**config.mk**
```make
export PLATFORM = sky130hd
export DESIGN_NAME = tpu_host_seq
export DESIGN_NICKNAME = d
export VERILOG_FILES = /design/src/rtl/tpu_pkg.sv /design/src/rtl/tpu_host_seq.sv
export SDC_FILE = /design/constraint.sdc
export NUM_CORES = 1
export LEC_CHECK = 0
export BUFFER_PORTS_ARGS = -buffer_cell sky130_fd_sc_hd__buf_2
export CAP_MARGIN = 10
export CORE_MARGIN = 10
export CORE_UTILIZATION = 52
export CTS_CLUSTER_DIAMETER = 30
export DETAILED_ROUTE_END_ITERATION = 10
export GPL_TIMING_DRIVEN = 0
export PLACE_DENSITY_LB_ADDON = 0.08
export RECOVER_POWER = 25
export SLEW_MARGIN = 20
export SYNTH_ARGS = -nofsm -noshare
export SYNTH_HDL_FRONTEND = slang
export SYNTH_SLANG_ARGS = --single-unit
```
**constraint.sdc**
```tcl
create_clock -name clk -period 5.7 [get_ports clk]
set_input_delay 0.285 -clock clk [delete_from_list [all_inputs] [get_ports clk]]
set_output_delay 0.285 -clock clk [all_outputs]
set_load 0.03 [all_outputs]
```
**src/rtl/tpu_pkg.sv**
```systemverilog
// ---------------------------------------------------------------------------
// tpu_pkg
// Shared definitions for the TPU accelerator register map. Used by the host
// sequencer (tpu_host_seq) and by the accelerator register block.
//   - register offsets relative to the accelerator base address
//   - CTRL / STATUS bit positions
//   - host sequencer state enumeration
//   - ctrl_bit(): builds a one-hot CTRL write word from a bit position
// ---------------------------------------------------------------------------
package tpu_pkg;

  // Register map offsets
  localparam logic [15:0] REG_ID      = 16'h0000;
  localparam logic [15:0] REG_VERSION = 16'h0004;
  localparam logic [15:0] REG_CTRL    = 16'h0008;
  localparam logic [15:0] REG_STATUS  = 16'h000C;
  localparam logic [15:0] MEM_A       = 16'h0100;
  localparam logic [15:0] MEM_B       = 16'h0200;
  localparam logic [15:0] MEM_C       = 16'h0300;

  // CTRL bit positions
  localparam int unsigned CTRL_START_BIT      = 32'd0;
  localparam int unsigned CTRL_CLEAR_DONE_BIT = 32'd1;

  // STATUS bit positions
  localparam int unsigned STATUS_BUSY_BIT = 32'd0;
  localparam int unsigned STATUS_DONE_BIT = 32'd1;

  // Host sequencer states
  typedef enum logic [3:0] {
    IDLE   = 4'd0,
    CHK_ID = 4'd1,
    LOAD_A = 4'd2,
    LOAD_B = 4'd3,
    START  = 4'd4,
    POLL   = 4'd5,
    READ_C = 4'd6,
    CLEAR  = 4'd7,
    ERR    = 4'd8
  } tpu_state_e;

  // One-hot CTRL word with only bit 'pos' set
  function automatic logic [31:0] ctrl_bit(input int unsigned pos);
    logic [31:0] w;
    w = 32'h0000_0000;
    w[pos[4:0]] = 1'b1;
    return w;
  endfunction

endpackage

```
**src/rtl/tpu_host_seq.sv**
```systemverilog
// ---------------------------------------------------------------------------
// tpu_host_seq
// Host-side job sequencer for the TPU matrix accelerator. For each job it
// (optionally) checks the accelerator ID, streams N*N A elements and N*N B
// elements into the accelerator memories, starts the multiply, polls STATUS
// until done, streams the N*N C results out, and clears the done flag.
//
// Compile-time option: define TPU_HOST_SEQ_ID_CHECK_EN to read and compare
// the ID register before each job; without it a job begins at LOAD_A.
//
// Ports
//   clk, rst_n                    clock, asynchronous active-low reset
//   job_start                     start request (ignored while job_busy)
//   job_busy / job_done / job_err job in progress / 1-cycle done / sticky error
//   in_valid, in_ready, in_data   operand stream: A row-major then B row-major
//   out_valid, out_ready, out_data result stream: C row-major
//   mmio_wr, mmio_rd, mmio_addr,  MMIO initiator; a transaction is held until
//   mmio_wdata, mmio_wstrb,       the cycle mmio_ready=1, read data is sampled
//   mmio_rdata, mmio_ready        in that same cycle
// ---------------------------------------------------------------------------
module tpu_host_seq
  import tpu_pkg::*;
#(
  parameter int          N        = 4,
  parameter int          DATA_W   = 8,
  parameter int          SUM_W    = 32,
  parameter logic [15:0] TPU_BASE = 16'h0000,
  parameter logic [31:0] ID_VALUE = 32'h5450_0001,
  parameter int          POLL_MAX = 1024
) (
  input  logic              clk,
  input  logic              rst_n,
  input  logic              job_start,
  output logic              job_busy,
  output logic              job_done,
  output logic              job_err,
  input  logic              in_valid,
  output logic              in_ready,
  input  logic [DATA_W-1:0] in_data,
  output logic              out_valid,
  input  logic              out_ready,
  output logic [SUM_W-1:0]  out_data,
  output logic              mmio_wr,
  output logic              mmio_rd,
  output logic [15:0]       mmio_addr,
  output logic [31:0]       mmio_wdata,
  output logic [3:0]        mmio_wstrb,
  input  logic [31:0]       mmio_rdata,
  input  logic              mmio_ready
);

  localparam int ELEMS = N * N;
  localparam int EW    = $clog2(ELEMS + 1);
  localparam int PW    = $clog2(POLL_MAX + 1);

  localparam logic [EW-1:0] LAST_ELEM = EW'(ELEMS - 1);
  localparam logic [PW-1:0] LAST_POLL = PW'(POLL_MAX - 1);

  // Without the ID check nothing ever enters CHK_ID, so its logic is pruned.
`ifdef TPU_HOST_SEQ_ID_CHECK_EN
  localparam tpu_state_e FIRST_STATE = CHK_ID;
`else
  localparam tpu_state_e FIRST_STATE = LOAD_A;
`endif

  tpu_state_e       state_r;
  logic [EW-1:0]    elem_cnt_r;
  logic [PW-1:0]    poll_cnt_r;
  logic             job_busy_r;
  logic             job_done_r;
  logic             job_err_r;
  logic             out_valid_r;
  logic [SUM_W-1:0] out_data_r;

  logic             wr_s;
  logic             rd_s;
  logic [15:0]      addr_s;
  logic [31:0]      wdata_s;
  logic [3:0]       wstrb_s;
  logic             in_ready_s;
  logic [15:0]      elem_off_s;

  assign elem_off_s = 16'(elem_cnt_r);

  // MMIO request decode from the current state and element index
  always_comb begin
    wr_s       = 1'b0;
    rd_s       = 1'b0;
    addr_s     = 16'h0000;
    wdata_s    = 32'h0000_0000;
    wstrb_s    = 4'b0000;
    in_ready_s = 1'b0;
    case (state_r)
      CHK_ID: begin
        rd_s   = 1'b1;
        addr_s = TPU_BASE + REG_ID;
      end
      LOAD_A: begin
        // Each operand element maps 1:1 onto a write, so the write strobe
        // follows in_valid and acceptance is the bus handshake.
        wr_s       = in_valid;
        in_ready_s = mmio_ready;
        addr_s     = TPU_BASE + MEM_A + elem_off_s;
        wdata_s    = 32'(in_data);
        wstrb_s    = 4'b0001;
      end
      LOAD_B: begin
        wr_s       = in_valid;
        in_ready_s = mmio_ready;
        addr_s     = TPU_BASE + MEM_B + elem_off_s;
        wdata_s    = 32'(in_data);
        wstrb_s    = 4'b0001;
      end
      START: begin
        wr_s    = 1'b1;
        addr_s  = TPU_BASE + REG_CTRL;
        wdata_s = ctrl_bit(CTRL_START_BIT);
        wstrb_s = 4'b1111;
      end
      POLL: begin
        rd_s   = 1'b1;
        addr_s = TPU_BASE + REG_STATUS;
      end
      READ_C: begin
        // The output register holds one element; fetch the next only once
        // the current one has been taken.
        rd_s   = ~out_valid_r;
        addr_s = TPU_BASE + MEM_C + elem_off_s;
      end
      CLEAR: begin
        wr_s    = 1'b1;
        addr_s  = TPU_BASE + REG_CTRL;
        wdata_s = ctrl_bit(CTRL_CLEAR_DONE_BIT);
        wstrb_s = 4'b1111;
      end
      default: begin
        wr_s = 1'b0;
      end
    endcase
  end

  // Job sequencer: state, counters and registered job/result outputs
  always_ff @(posedge clk or negedge rst_n) begin
    if (!rst_n) begin
      state_r     <= IDLE;
      elem_cnt_r  <= '0;
      poll_cnt_r  <= '0;
      job_busy_r  <= 1'b0;
      job_done_r  <= 1'b0;
      job_err_r   <= 1'b0;
      out_valid_r <= 1'b0;
      out_data_r  <= '0;
    end else begin
      job_done_r <= 1'b0;
      case (state_r)
        IDLE: begin
          if (job_start) begin
            state_r    <= FIRST_STATE;
            job_busy_r <= 1'b1;
            elem_cnt_r <= '0;
            poll_cnt_r <= '0;
          end
        end
        CHK_ID: begin
          if (mmio_ready) begin
            elem_cnt_r <= '0;
            poll_cnt_r <= '0;
            if (mmio_rdata == ID_VALUE) begin
              state_r <= LOAD_A;
            end else begin
              state_r    <= ERR;
              job_err_r  <= 1'b1;
              job_busy_r <= 1'b0;
            end
          end
        end
        LOAD_A: begin
          if (in_valid && in_ready_s) begin
            if (elem_cnt_r == LAST_ELEM) begin
              state_r    <= LOAD_B;
              elem_cnt_r <= '0;
              poll_cnt_r <= '0;
            end else begin
              elem_cnt_r <= elem_cnt_r + EW'(1);
            end
          end
        end
        LOAD_B: begin
          if (in_valid && in_ready_s) begin
            if (elem_cnt_r == LAST_ELEM) begin
              state_r    <= START;
              elem_cnt_r <= '0;
              poll_cnt_r <= '0;
            end else begin
              elem_cnt_r <= elem_cnt_r + EW'(1);
            end
          end
        end
        START: begin
          if (mmio_ready) begin
            state_r    <= POLL;
            elem_cnt_r <= '0;
            poll_cnt_r <= '0;
          end
        end
        POLL: begin
          if (mmio_ready) begin
            if (mmio_rdata[STATUS_DONE_BIT]) begin
              state_r    <= READ_C;
              elem_cnt_r <= '0;
              poll_cnt_r <= '0;
            end else if (poll_cnt_r == LAST_POLL) begin
              // POLL_MAX reads have now been made without seeing done
              state_r    <= ERR;
              job_err_r  <= 1'b1;
              job_busy_r <= 1'b0;
              elem_cnt_r <= '0;
              poll_cnt_r <= '0;
            end else begin
              poll_cnt_r <= poll_cnt_r + PW'(1);
            end
          end
        end
        READ_C: begin
          if (out_valid_r) begin
            if (out_ready) begin
              out_valid_r <= 1'b0;
              if (elem_cnt_r == LAST_ELEM) begin
                state_r    <= CLEAR;
                elem_cnt_r <= '0;
                poll_cnt_r <= '0;
              end else begin
                elem_cnt_r <= elem_cnt_r + EW'(1);
              end
            end
          end else if (mmio_ready) begin
            out_data_r  <= mmio_rdata[SUM_W-1:0];
            out_valid_r <= 1'b1;
          end
        end
        CLEAR: begin
          if (mmio_ready) begin
            state_r    <= IDLE;
            job_busy_r <= 1'b0;
            job_done_r <= 1'b1;
            elem_cnt_r <= '0;
            poll_cnt_r <= '0;
          end
        end
        ERR: begin
          if (job_start) begin
            state_r    <= FIRST_STATE;
            job_err_r  <= 1'b0;
            job_busy_r <= 1'b1;
            elem_cnt_r <= '0;
            poll_cnt_r <= '0;
          end
        end
        default: begin
          state_r    <= IDLE;
          job_busy_r <= 1'b0;
          elem_cnt_r <= '0;
          poll_cnt_r <= '0;
        end
      endcase
    end
  end

  assign job_busy   = job_busy_r;
  assign job_done   = job_done_r;
  assign job_err    = job_err_r;
  assign out_valid  = out_valid_r;
  assign out_data   = out_data_r;
  assign in_ready   = in_ready_s;
  assign mmio_wr    = wr_s;
  assign mmio_rd    = rd_s;
  assign mmio_addr  = addr_s;
  assign mmio_wdata = wdata_s;
  assign mmio_wstrb = wstrb_s;

endmodule

```
## Word-level counts from Yosys, hierarchy flattened

Cells that the tools add are included.

- Flip-flop bits (word level): 56
- Input port bits: 46
- Output and inout bits: 91

- Add/subtract/negate cells: 5
- Equal/unequal tests: 30
- Muxes and demuxes: 61
- Bitwise gates (word level): 2
- Reductions and logical operators: 15

Operators with widths:

| cell | count |
|---|---|
| one-hot mux 11 bit (5 select lines) | 2 |
| 2-to-1 mux 11 bit | 9 |
| 2-to-1 mux 4 bit | 15 |
| 2-to-1 mux 5 bit | 9 |
| == test 32 x 31 -> 1 bit, second input constant | 1 |
| one-hot mux 4 bit (8 select lines) | 1 |
| != test 2 bit, second input constant | 15 |
| one-hot mux 5 bit (5 select lines) | 1 |
| one-hot mux 8 bit (3 select lines) | 1 |
| adder 10 x 5 -> 11 bit, first input constant | 2 |
| 2-to-1 mux 1 bit | 18 |
| == test 4 x 3 -> 1 bit, second input constant | 4 |
| AND reduction 7 bit | 2 |
| AND reduction 13 bit | 1 |
| adder 11 x 1 -> 11 bit, second input constant | 1 |
| == test 11 x 10 -> 1 bit, second input constant | 1 |
| adder 9 x 5 -> 10 bit, first input constant | 1 |
| == test 4 x 2 -> 1 bit, second input constant | 2 |
| one-hot mux 4 bit (2 select lines) | 1 |
| AND reduction 8 bit | 1 |
| OR reduction 2 bit | 4 |
| != test 2 x 1 -> 1 bit, second input constant | 3 |
| AND reduction 6 bit | 1 |
| adder 5 x 1 -> 5 bit, second input constant | 1 |
| 14 further kinds | 16 |

## Logic depth before layout (Yosys ltp)

Gate-level depths: netlist of run 1.

- Depth after elaboration: 6
- Mapped depth: 8
- Depth with buffers taken out: 6

## Worst setup path after synthesis of run 1

Ideal clock, no wire load.

- Path type: reg-to-reg
- From: reg state_r[2]
- To: reg state_r[0]
- Library setup time: 125 ps
- Arrival: 1925 ps
- Data required time: 5575 ps
- Setup slack: 3650 ps
- Stages on the path, launching flop included: 8
- Buffers on the path: 2
- Clock period less this slack: 2050 ps
- Cell sequence: dfrtp_1 > buf_6 > nor4bb_4 > a22o_1 > or3_1 > buf_4 > nor3_2 > mux2_2

- Longest elaborated chain between the ends: 6

RTL lines:

| item | RTL line | source |
|---|---|---|
| start: declaration | tpu_host_seq.sv:66 | `tpu_state_e state_r;` |
| start signal: assignment | tpu_host_seq.sv:145 | `state_r <= IDLE;` |
| start signal: assignment | tpu_host_seq.sv:158 | `state_r <= FIRST_STATE;` |
| start signal: assignment | tpu_host_seq.sv:169 | `state_r <= LOAD_A;` |
| == test 4 x 2 -> 1 bit | tpu_host_seq.sv:93, tpu_host_seq.sv:155 |  |
| OR reduction 2 bit (no source line) | -- |  |
| 2-to-1 mux 1 bit | tpu_host_seq.sv:93 | `case (state_r)` |
| logical AND 1 bit | tpu_host_seq.sv:178, tpu_host_seq.sv:189 |  |
| != test 2 bit (no source line) | -- |  |
| AND reduction 13 bit (no source line) | -- |  |

Parallel ways exist; a longest one is shown, timed or not.
A chain may end at the register's enable or synchronous reset.

==> flow_metrics.tcl, run 1 <==
set metrics [dict create \
    status "finished, violations left" \
    violations "capacitance limit, slew limit" \
    worstPathRequired_ps 5490 \
    start_util 0.5361 \
    hold_path.class "primary input to register" \
    grt_usage 0.1680 \
    cp-endpoint "elem_cnt_r[2]" \
    netlist.area_leader.share 0.4389 \
    clkLatencyLatePin_ps 320 \
    leakage_uw 0.002077 \
    netlist_top_cells_area "dfrtp_1 44%, mux2_2 12%, buf_4 8.5%" \
    rr_startpoint "poll_cnt_r[0]" \
    relSlewSlack -0.9594 \
    r2r_end "elem_cnt_r[2]" \
    fin_crit_ps 2567 \
    die_w_um 98.36 \
    gp_congestion 0.8466 \
    crit_buf_inv 1 \
    io_pins 137 \
    core-area_um2 5956 \
    finalWirelength_um 8574 \
    cpLargestDelayFamily "buffers and inverters" \
    synth_top_family_by_area "simple AND/OR/NAND/NOR gates" \
    muxShareOfSynthArea 0.1230 \
    clockBufferDepth 2 \
    vias_per_cell 5.197 \
    cp_cell_sequence "clkbuf_1" \
    grt_antenna_before_repair 0 \
    drtAntennaViolNets 0 \
    hpwlAfterDp_um 6823 \
    crit_fanout 56 \
    die_area_um2 9675 \
    finalHoldViolations 0 \
    grt_pass1_vias 2746 \
    setup_ws_ps 3133 \
    ys_types 57 \
    synth-warning-count 0 \
    maxCapViolCount 1 \
    finalSetupViolations 0 \
    cts.repair.resized 0 \
    cts-hold-fix-buffers 0 \
    dieHeight_um 98.36 \
    finalSetupTns_ps 0 \
    syn_area_per_cell_um2 10.30 \
    reg2reg_slack_ps 3270 \
    clkTransAtPathRegs_ps 100 \
    power_uw 2071 \
    drtIter0Drc 128 \
    num_rows 28 \
    drtPass1Iterations 4 \
    ys.flop_type "dfrtp_1" \
    syn_inst 310 \
    startpoint "rst_n" \
    synth_edf_count 0 \
    synth_compound_area_frac 0.1305 \
    ir_drop_mv 0.3275 \
    finClkSkew_ps 6.217 \
    grt_max_degree 57 \
    hold_slack_ps 156.7 \
    ys_async_sr_fraction 1.000 \
    wl_per_cell_um 16.27 \
    cts_inserted_buffers 5 \
    root_buffer "clkbuf_8" \
    syn-cell-area_um2 3193 \
    critical_path_depth 1 \
    dp_slack_ps 3294 \
    tightest_slew_ps 2939 \
    placedCellCount 519 \
    yosys.area_share.adder 0.007837 \
    portBuffers 102 \
    ctsHtreeMaxLevel 2 \
    num_vias 2739 \
    crit_slowest_cell "clkbuf_1" \
    drcViolationCount 0 \
    grt_pass1_wl_um 13760 \
    cts_tree "done" \
    rsz0062_at_grt "false" \
    worst_ep_arrival_time_ps 2360 \
    layout.nets 499 \
    synthSimpleGateAreaFrac 0.1752 \
    startpoint_type "primary input" \
    fmax_mhz 389.6 \
    synth_top_area_cell "dfrtp_1" \
    reg2regPathDepth 7 \
    ys_ff_latch 56 \
    worstSetupPathType "primary input to asynchronous set/reset pin" \
    fin_cells 527 \
    postCtsSetupBuffers 0 \
    drive_gt1_frac 0.4159 \
    diodes 0 \
    critical-path-max-stage-delay_ps 2040 \
    synthToLayoutAreaGrowth_pct 25.43 \
    clock_sinks 56 \
    power_density_nw_per_um2 517.0 \
    synthXorXnorAreaFrac 0.002743 \
    grt.overflow.total 0 \
    seq_area_frac_synth 0.4389 \
    end_kind "asynchronous set/reset pin" \
    finalCritPeriodShare 0.4503 \
    slew_viol_final 57 \
]
-- synthesized netlist by cell type, drive strengths merged (4+ instances only) --
| library cell | count |
|---|---|
| nor2 | 13 |
| o31ai | 12 |
| mux2 | 34 |
| nand3 | 11 |
| nor3 | 7 |
| nor2b | 5 |
| o21ai | 13 |
| a21oi | 5 |
| a31oi | 4 |
| nor4b | 4 |
| nor4 | 4 |
| inv | 9 |
| clkbuf | 7 |
| and3 | 4 |
| dfrtp | 56 |
| buf | 45 |
| nand2 | 12 |
| and2 | 12 |
-- cell type report --
type	instances	area, um^2
timing repair buffer	102	509.2
fill	506	1951
inverter	9	33.78
clock buffer	6	72.57
buffer	52	351.6
clock inverter	2	16.27
tap	75	93.84
sequential	56	1401
multi-input combinational	225	1526
-- worst reg2reg max path, delay by kind of cell, from the launching register on --
family          cells  cell delay, ps
flops               1             390
buf+inv             1             150
simple gates        2             970
fa+ha+maj           1             230
compound gates      3             590
-- how the worst min path moves through the flow --
stage,from,slack (ps),end,cells past startpoint
4_1_cts,rst_n,30,out_data[13],1
2_1_floorplan,rst_n,-10,elem_cnt_r[0],0
3_3_place_gp,poll_cnt_r[7],460,poll_cnt_r[7],1
6_report,out_ready,160,out_valid,2
5_1_grt,out_ready,150,out_valid,2
3_5_place_dp,rst_n,390,out_data[13],1
-- sequential cells by signal (all words and copies together), names as in the netlist --
| name | count |
|---|---|
| out_data | 32 |
| poll_cnt_r | 11 |
| elem_cnt_r | 5 |
| state_r | 4 |
| job_busy | 1 |
| job_done | 1 |
| job_err | 1 |
| out_valid | 1 |
-- cells in the final DEF, fill, tap and decap left out, types with 4 or more instances in the layout --
cell type and count:
a21oi_1 5, a31oi_1 4, and2_1 12, and3_1 4, buf_2 106, buf_4 36, clkbuf_1 9, clkbuf_8 5
conb_1 33, dfrtp_1 56, inv_1 9, mux2_2 34, nand2_1 12, nand3_1 11, nor2_1 13, nor2b_1 5
nor3_1 6, nor4_1 4, nor4b_1 4, o21ai_0 13, o31ai_1 12
-- metrics by stage --
stage                 util  instance area, um^2
floorplan                -                 3313
finish              0.6725                 4005
global placement    0.6578                 3918
CTS                 0.6731                 4009
global route        0.6725                 4005
detailed placement  0.6582                 3920
-- power by group --
part / switching [uW] / internal [uW] / leakage [uW]
Clock: 132 / 87.8 / 0.0000414
Sequential: 71.6 / 534 / 0.000720
Combinational: 819 / 427 / 0.00132
-- metal layers --
metal	vias up	share of wire	track usage
met3	8	0.11	0.07047
met5	-	0	0
met2	140	0.45	0.2637
li1	1334	-	-
met1	1257	0.43	0.2105
met4	0	0.011	0.03749
-- cells by family (layout without fill, tap and decap cells) --
logic type      count (synthesis)  in the layout
fa+ha+maj                       2              2
other cells                     1             33
compound gates                 60             60
simple gates                   94             94
xor+xnor                        1              1
flops                          56             56
buf+inv                        61            171
mux                            35             35
Note: power is estimated with default switching activity, not from simulation.
==> run 2: changes to the inputs <==
Settings changed: CORE_UTILIZATION 52 to 43.
Clock period 5.7 ns to 2.3 ns, I/O delays scaled along.
==> run 2 against run 1 <==
The flow now finishes without violations. Clock skew is 0.57 ps lower. Setup slack worse by 3000 ps. Flip-flop and latch count stayed put. Power grew to 2.5 times the previous value. Cell area is 2.8% higher. Global-route usage is 1.8 points lower. Utilization is 10 points lower. Critical path type is now register to register. Largest power group unchanged.
==> flow_metrics.tcl, run 2 (synthesis results as in run 1) <==
set metrics [dict create \
    clkTransAtPathRegs_ps 110 \
    startpoint_type "register" \
    worstSetupPathType "register to register" \
    grt_antenna_before_repair 0 \
    status "finished, final reports clean" \
    layout_commonest_cell "buf_2" \
    finalCritPeriodShare 0.9519 \
    placedCellCount 543 \
    drtIter0Drc 147 \
    num_rows 31 \
    drive_gt1_frac 0.4383 \
    finalWirelength_um 8830 \
    fin_cells 553 \
    portBuffers 102 \
    worst_ep_arrival_time_ps 2410 \
    cp_cell_sequence "buf_6, nor4bb_4, a22o_1, or3_1, buf_4, or2_0, buf_2, o31ai_1" \
    slew_viol_final 0 \
    crit_slowest_cell "dfrtp_1" \
    fin_crit_ps 2189 \
    grt_usage 0.1498 \
    ctsHtreeMaxLevel 2 \
    end_kind "register" \
    worstPathRequired_ps 2520 \
    grt_pass1_vias 2840 \
    dieHeight_um 106.2 \
    relSlewSlack 0.09265 \
    reg2reg_slack_ps 110 \
    die_w_um 106.2 \
    clkLatencyLatePin_ps 310 \
    die_area_um2 11270 \
    io_pins 137 \
    critical-path-max-stage-delay_ps 410 \
    largest_reg_flops 32 \
    finalHoldViolations 0 \
    diodes 0 \
    rsz0062_at_grt "true" \
    crit_fanout 10 \
    grt_pass1_wl_um 14170 \
    wl_per_cell_um 15.97 \
    num_vias 2730 \
    gp_congestion 0.8865 \
    finClkSkew_ps 5.650 \
    drcViolationCount 0 \
    grt_max_degree 57 \
    cts_tree "done" \
    hold_path.class "primary input to register" \
    clockBufferDepth 2 \
    hpwlAfterDp_um 7004 \
    power_density_nw_per_um2 1268 \
    layout.nets 501 \
    ir_drop_mv 0.7874 \
    finalSetupViolations 0 \
    fmax_mhz 456.7 \
    postCtsSetupBuffers 0 \
    start_util 0.4402 \
    core-area_um2 7253 \
    leakage_uw 0.002107 \
    cts_inserted_buffers 5 \
    root_buffer "clkbuf_8" \
    clock_sinks 56 \
    min_path_cells 2 \
    drtAntennaViolNets 0 \
    vias_per_cell 4.937 \
    grt.overflow.total 0 \
    synthToLayoutAreaGrowth_pct 28.92 \
    tightest_slew_ps 1361 \
    layout_common_cells "106 x buf_2, 56 x dfrtp_1, 36 x buf_4" \
    reg2regPathDepth 8 \
    drtPass1Iterations 5 \
    finalSetupTns_ps 0 \
    maxCapViolCount 0 \
]
-- run 2: cell count changes in the layout (fill, tap and decap cells not counted), sizes merged --
| cell | before | now |
|---|---|---|
| dlygate4sd3 | 0 | 2 |
| buf | 146 | 145 |
| clkbuf | 14 | 15 |
-- run 2: layout make-up --
type,instances,area (um^2)
fill,691,3137
multi-input combinational,225,1583
sequential,56,1401
timing repair buffer,104,530.5
buffer,52,355.3
tap,99,123.9
clock buffer,6,72.57
inverter,9,33.78
clock inverter,2,16.27
-- run 2: critical path: cells and delay by family (launching register included) --
family                 cells  cell delay, ps
DFF                        1             410
and+or+nand+nor            3             730
AOI/OAI and AO/OA          2             470
buffers and inverters      3             500
-- run 2: report_power, final --
part,total (uW),switching [uW],internal (uW)
sequential,1500,175,1320
clock,558,340,218
combinational,3160,2060,1100
-- run 2: timing repair --
action	CTS	global route
hold buffers	2	0
endpoints found under the setup margin	21	23
resized for setup	3	11
pin swaps	0	1
endpoints found under the hold margin	57	0
-- run 2: stage by stage --
step | setup slack, ps | instance area [um^2] | util | power [uW] | hold WS [ps]
after floorplan | 250.4 | 3313 | - | 3748 | -180.6
after global placement | -130.4 | 3948 | 0.5442 | 4583 | 317.6
after detailed placement | -138.9 | 3950 | 0.5446 | 4615 | 215.8
after CTS | 31.93 | 4071 | 0.5613 | 5194 | 42.03
after global routing | -1.501 | 4116 | 0.5675 | 5558 | 37.41
final | 110.6 | 4116 | 0.5675 | 5218 | 44.39
-- run 2: path summary, 6_finish.rpt --
| path | to | startpoint |
|---|---|---|
| max in group asynchronous | out_data[23] | rst_n |
| worst max-delay path | poll_cnt_r[6] | state_r[1] |
| min in group asynchronous | job_err | rst_n |
| worst max register to register | poll_cnt_r[6] | state_r[1] |
| worst min-delay path | out_data[3] | mmio_rdata[3] |
| worst min register to register | poll_cnt_r[10] | poll_cnt_r[10] |
-- run 2: routing by layer --
| layer | up-vias | wire (um) | global-route usage | share of wire |
|---|---|---|---|---|
| met2 | 93 | 4543 | 0.2571 | 0.51 |
| met1 | 1300 | 3412 | 0.1743 | 0.39 |
| met4 | 0 | 19 | 0.02321 | 0.0022 |
| met5 | - | 0 | 0 | 0 |
| met3 | 2 | 855 | 0.06220 | 0.097 |
| li1 | 1335 | - | - | - |
==> run 3: changes to the inputs <==
Settings changed: CELL_PAD_IN_SITES_DETAIL_PLACEMENT set to 0, CELL_PAD_IN_SITES_GLOBAL_PLACEMENT set to 1, CORE_UTILIZATION 43 to 32.
==> run 3 against run 2 <==
Critical path type unchanged. Via count is 0.48% lower. First-iteration DRC count is 37% lower. Fmax is 1.8% lower. Flip-flop and latch count stayed put. Combinational power hardly changed. Global-route usage is 2.5 points lower. Non-clock buffer count stayed put. Clock skew is 0.66 ps lower. Largest cell class unchanged. Clock power is 17% higher. Critical endpoint is now state_r[0]. Sequential power hardly changed. Power is 2.1% higher. Sequential share of layout area is 0.52 points lower.
==> flow_metrics.tcl, run 3 (synthesis results as in run 1) <==
set metrics [dict create \
    clkLatencyLatePin_ps 310 \
    drive_gt1_frac 0.4361 \
    worst_ep_arrival_time_ps 2430 \
    worstSetupPathType "register to register" \
    rsz0062_at_grt "true" \
    grt_max_degree 57 \
    portBuffers 102 \
    drcViolationCount 0 \
    drtAntennaViolNets 0 \
    die_w_um 119.9 \
    finalWirelength_um 9248 \
    dieHeight_um 119.9 \
    power_density_nw_per_um2 1275 \
    hpwlAfterDp_um 7249 \
    cts_inserted_buffers 5 \
    gp_congestion 0.8137 \
    ir_drop_mv 0.5726 \
    die_area_um2 14370 \
    grt_antenna_before_repair 0 \
    diodes 0 \
    ctsHtreeMaxLevel 2 \
    multiInputGateArea_um2 1588 \
    cp_cell_sequence "buf_6, nor4bb_4, a22o_1, or3_1, buf_4, nor3_4, mux2_2" \
    finalHoldViolations 0 \
    worstPathRequired_ps 2500 \
    layout_commonest_cell "buf_2" \
    finalSetupViolations 0 \
    relSlewSlack 0.02315 \
    start_util 0.3282 \
    crit_buf_inv 2 \
    placed_area_um2 3993 \
    crit_slowest_cell "dfrtp_1" \
    clock_sinks 56 \
    leakage_uw 0.002114 \
    num_rows 36 \
    fmax_mhz 448.5 \
    grt.overflow.total 0 \
    io_pins 137 \
    finalCritPeriodShare 0.9693 \
    drtPass1Iterations 4 \
    grt_usage 0.1250 \
    finish.utilization 0.4297 \
    vias_per_cell 4.629 \
    grt_pass1_wl_um 14970 \
    seq_area_um2 1401 \
    layout.nets 501 \
    hold_slack_ps 46.95 \
    num_vias 2717 \
    fillCellCount 1019 \
    clkTransAtPathRegs_ps 100 \
    largest_reg_flops 32 \
    end_kind "register" \
    finClkSkew_ps 4.986 \
    core-area_um2 9729 \
    maxCapViolCount 0 \
    fin_crit_ps 2229 \
    synthToLayoutAreaGrowth_pct 30.92 \
    startpoint_type "register" \
    min_from "mmio_rdata[28]" \
    startpoint "state_r[1]" \
    wl_per_cell_um 15.75 \
    finalSetupTns_ps 0 \
    critical-path-max-stage-delay_ps 410 \
    drtIter0Drc 92 \
    tightest_slew_ps 1465 \
    clockBufferDepth 2 \
    cts_tree "done" \
    final_area_um2 4180 \
    layout_common_cells "104 x buf_2, 56 x dfrtp_1, 36 x buf_4" \
    hold_path.class "primary input to register" \
    status "finished, final reports clean" \
    cpLargestDelayFamily "simple AND/OR/NAND/NOR gates" \
    slew_viol_final 0 \
    root_buffer "clkbuf_8" \
    crit_fanout 10 \
    grt_pass1_vias 2927 \
    rr_startpoint "state_r[1]" \
]
## run 3: worst paths after layout
kind,to,slack (ps),cells past startpoint
min reg2reg,out_data[1],490,2
max,state_r[0],70,7
max reg2reg,state_r[0],70,7
min in group asynchronous,out_data[26],680,2
max in group asynchronous,out_data[0],740,2
min,out_data[28],50,2
## run 3: metrics by stage
step	std cells	worst slack (ps)	total power [uW]
after global routing	587	-33.54	5746
after CTS	587	5.719	5340
final	587	70.55	5329
after detailed placement	577	-162.0	4639
after floorplan	342	250.4	3748
after global placement	577	-142.0	4633
## run 3: where the power goes
part	leakage, uW	internal, uW	switching (uW)
Sequential	0.000720	1320	175
Clock	0.0000552	324	330
Combinational	0.00134	1100	2080
Total	0.00211	2750	2580
## run 3: area by class of cell
type                       instances  area share
buffer                            52     0.08500
clock buffer                       6     0.01736
clock inverter                     2    0.008381
inverter                           9    0.008081
multi-input combinational        225      0.3798
sequential                        56      0.3352
tap                              133     0.03981
timing repair buffer             104      0.1263
## run 3: timing repair
item / CTS / global route
pin swaps: 0 / 0
setup buffers: 0 / 0
endpoints found under the setup margin: 17 / 19
gates cloned: 0 / 0
resized for setup: 3 / 13
endpoints found under the hold margin: 57 / 0
hold buffers: 2 / 0
## run 3: layer usage
| layer | track usage | vias to the layer above | part of all wire |
|---|---|---|---|
| met3 | 0.05251 | 4 | 0.087 |
| met2 | 0.2036 | 93 | 0.47 |
| met1 | 0.1536 | 1285 | 0.44 |
| met4 | 0.02036 | 0 | 0.0052 |
| met5 | 0 | - | 0 |
| li1 | - | 1335 | - |
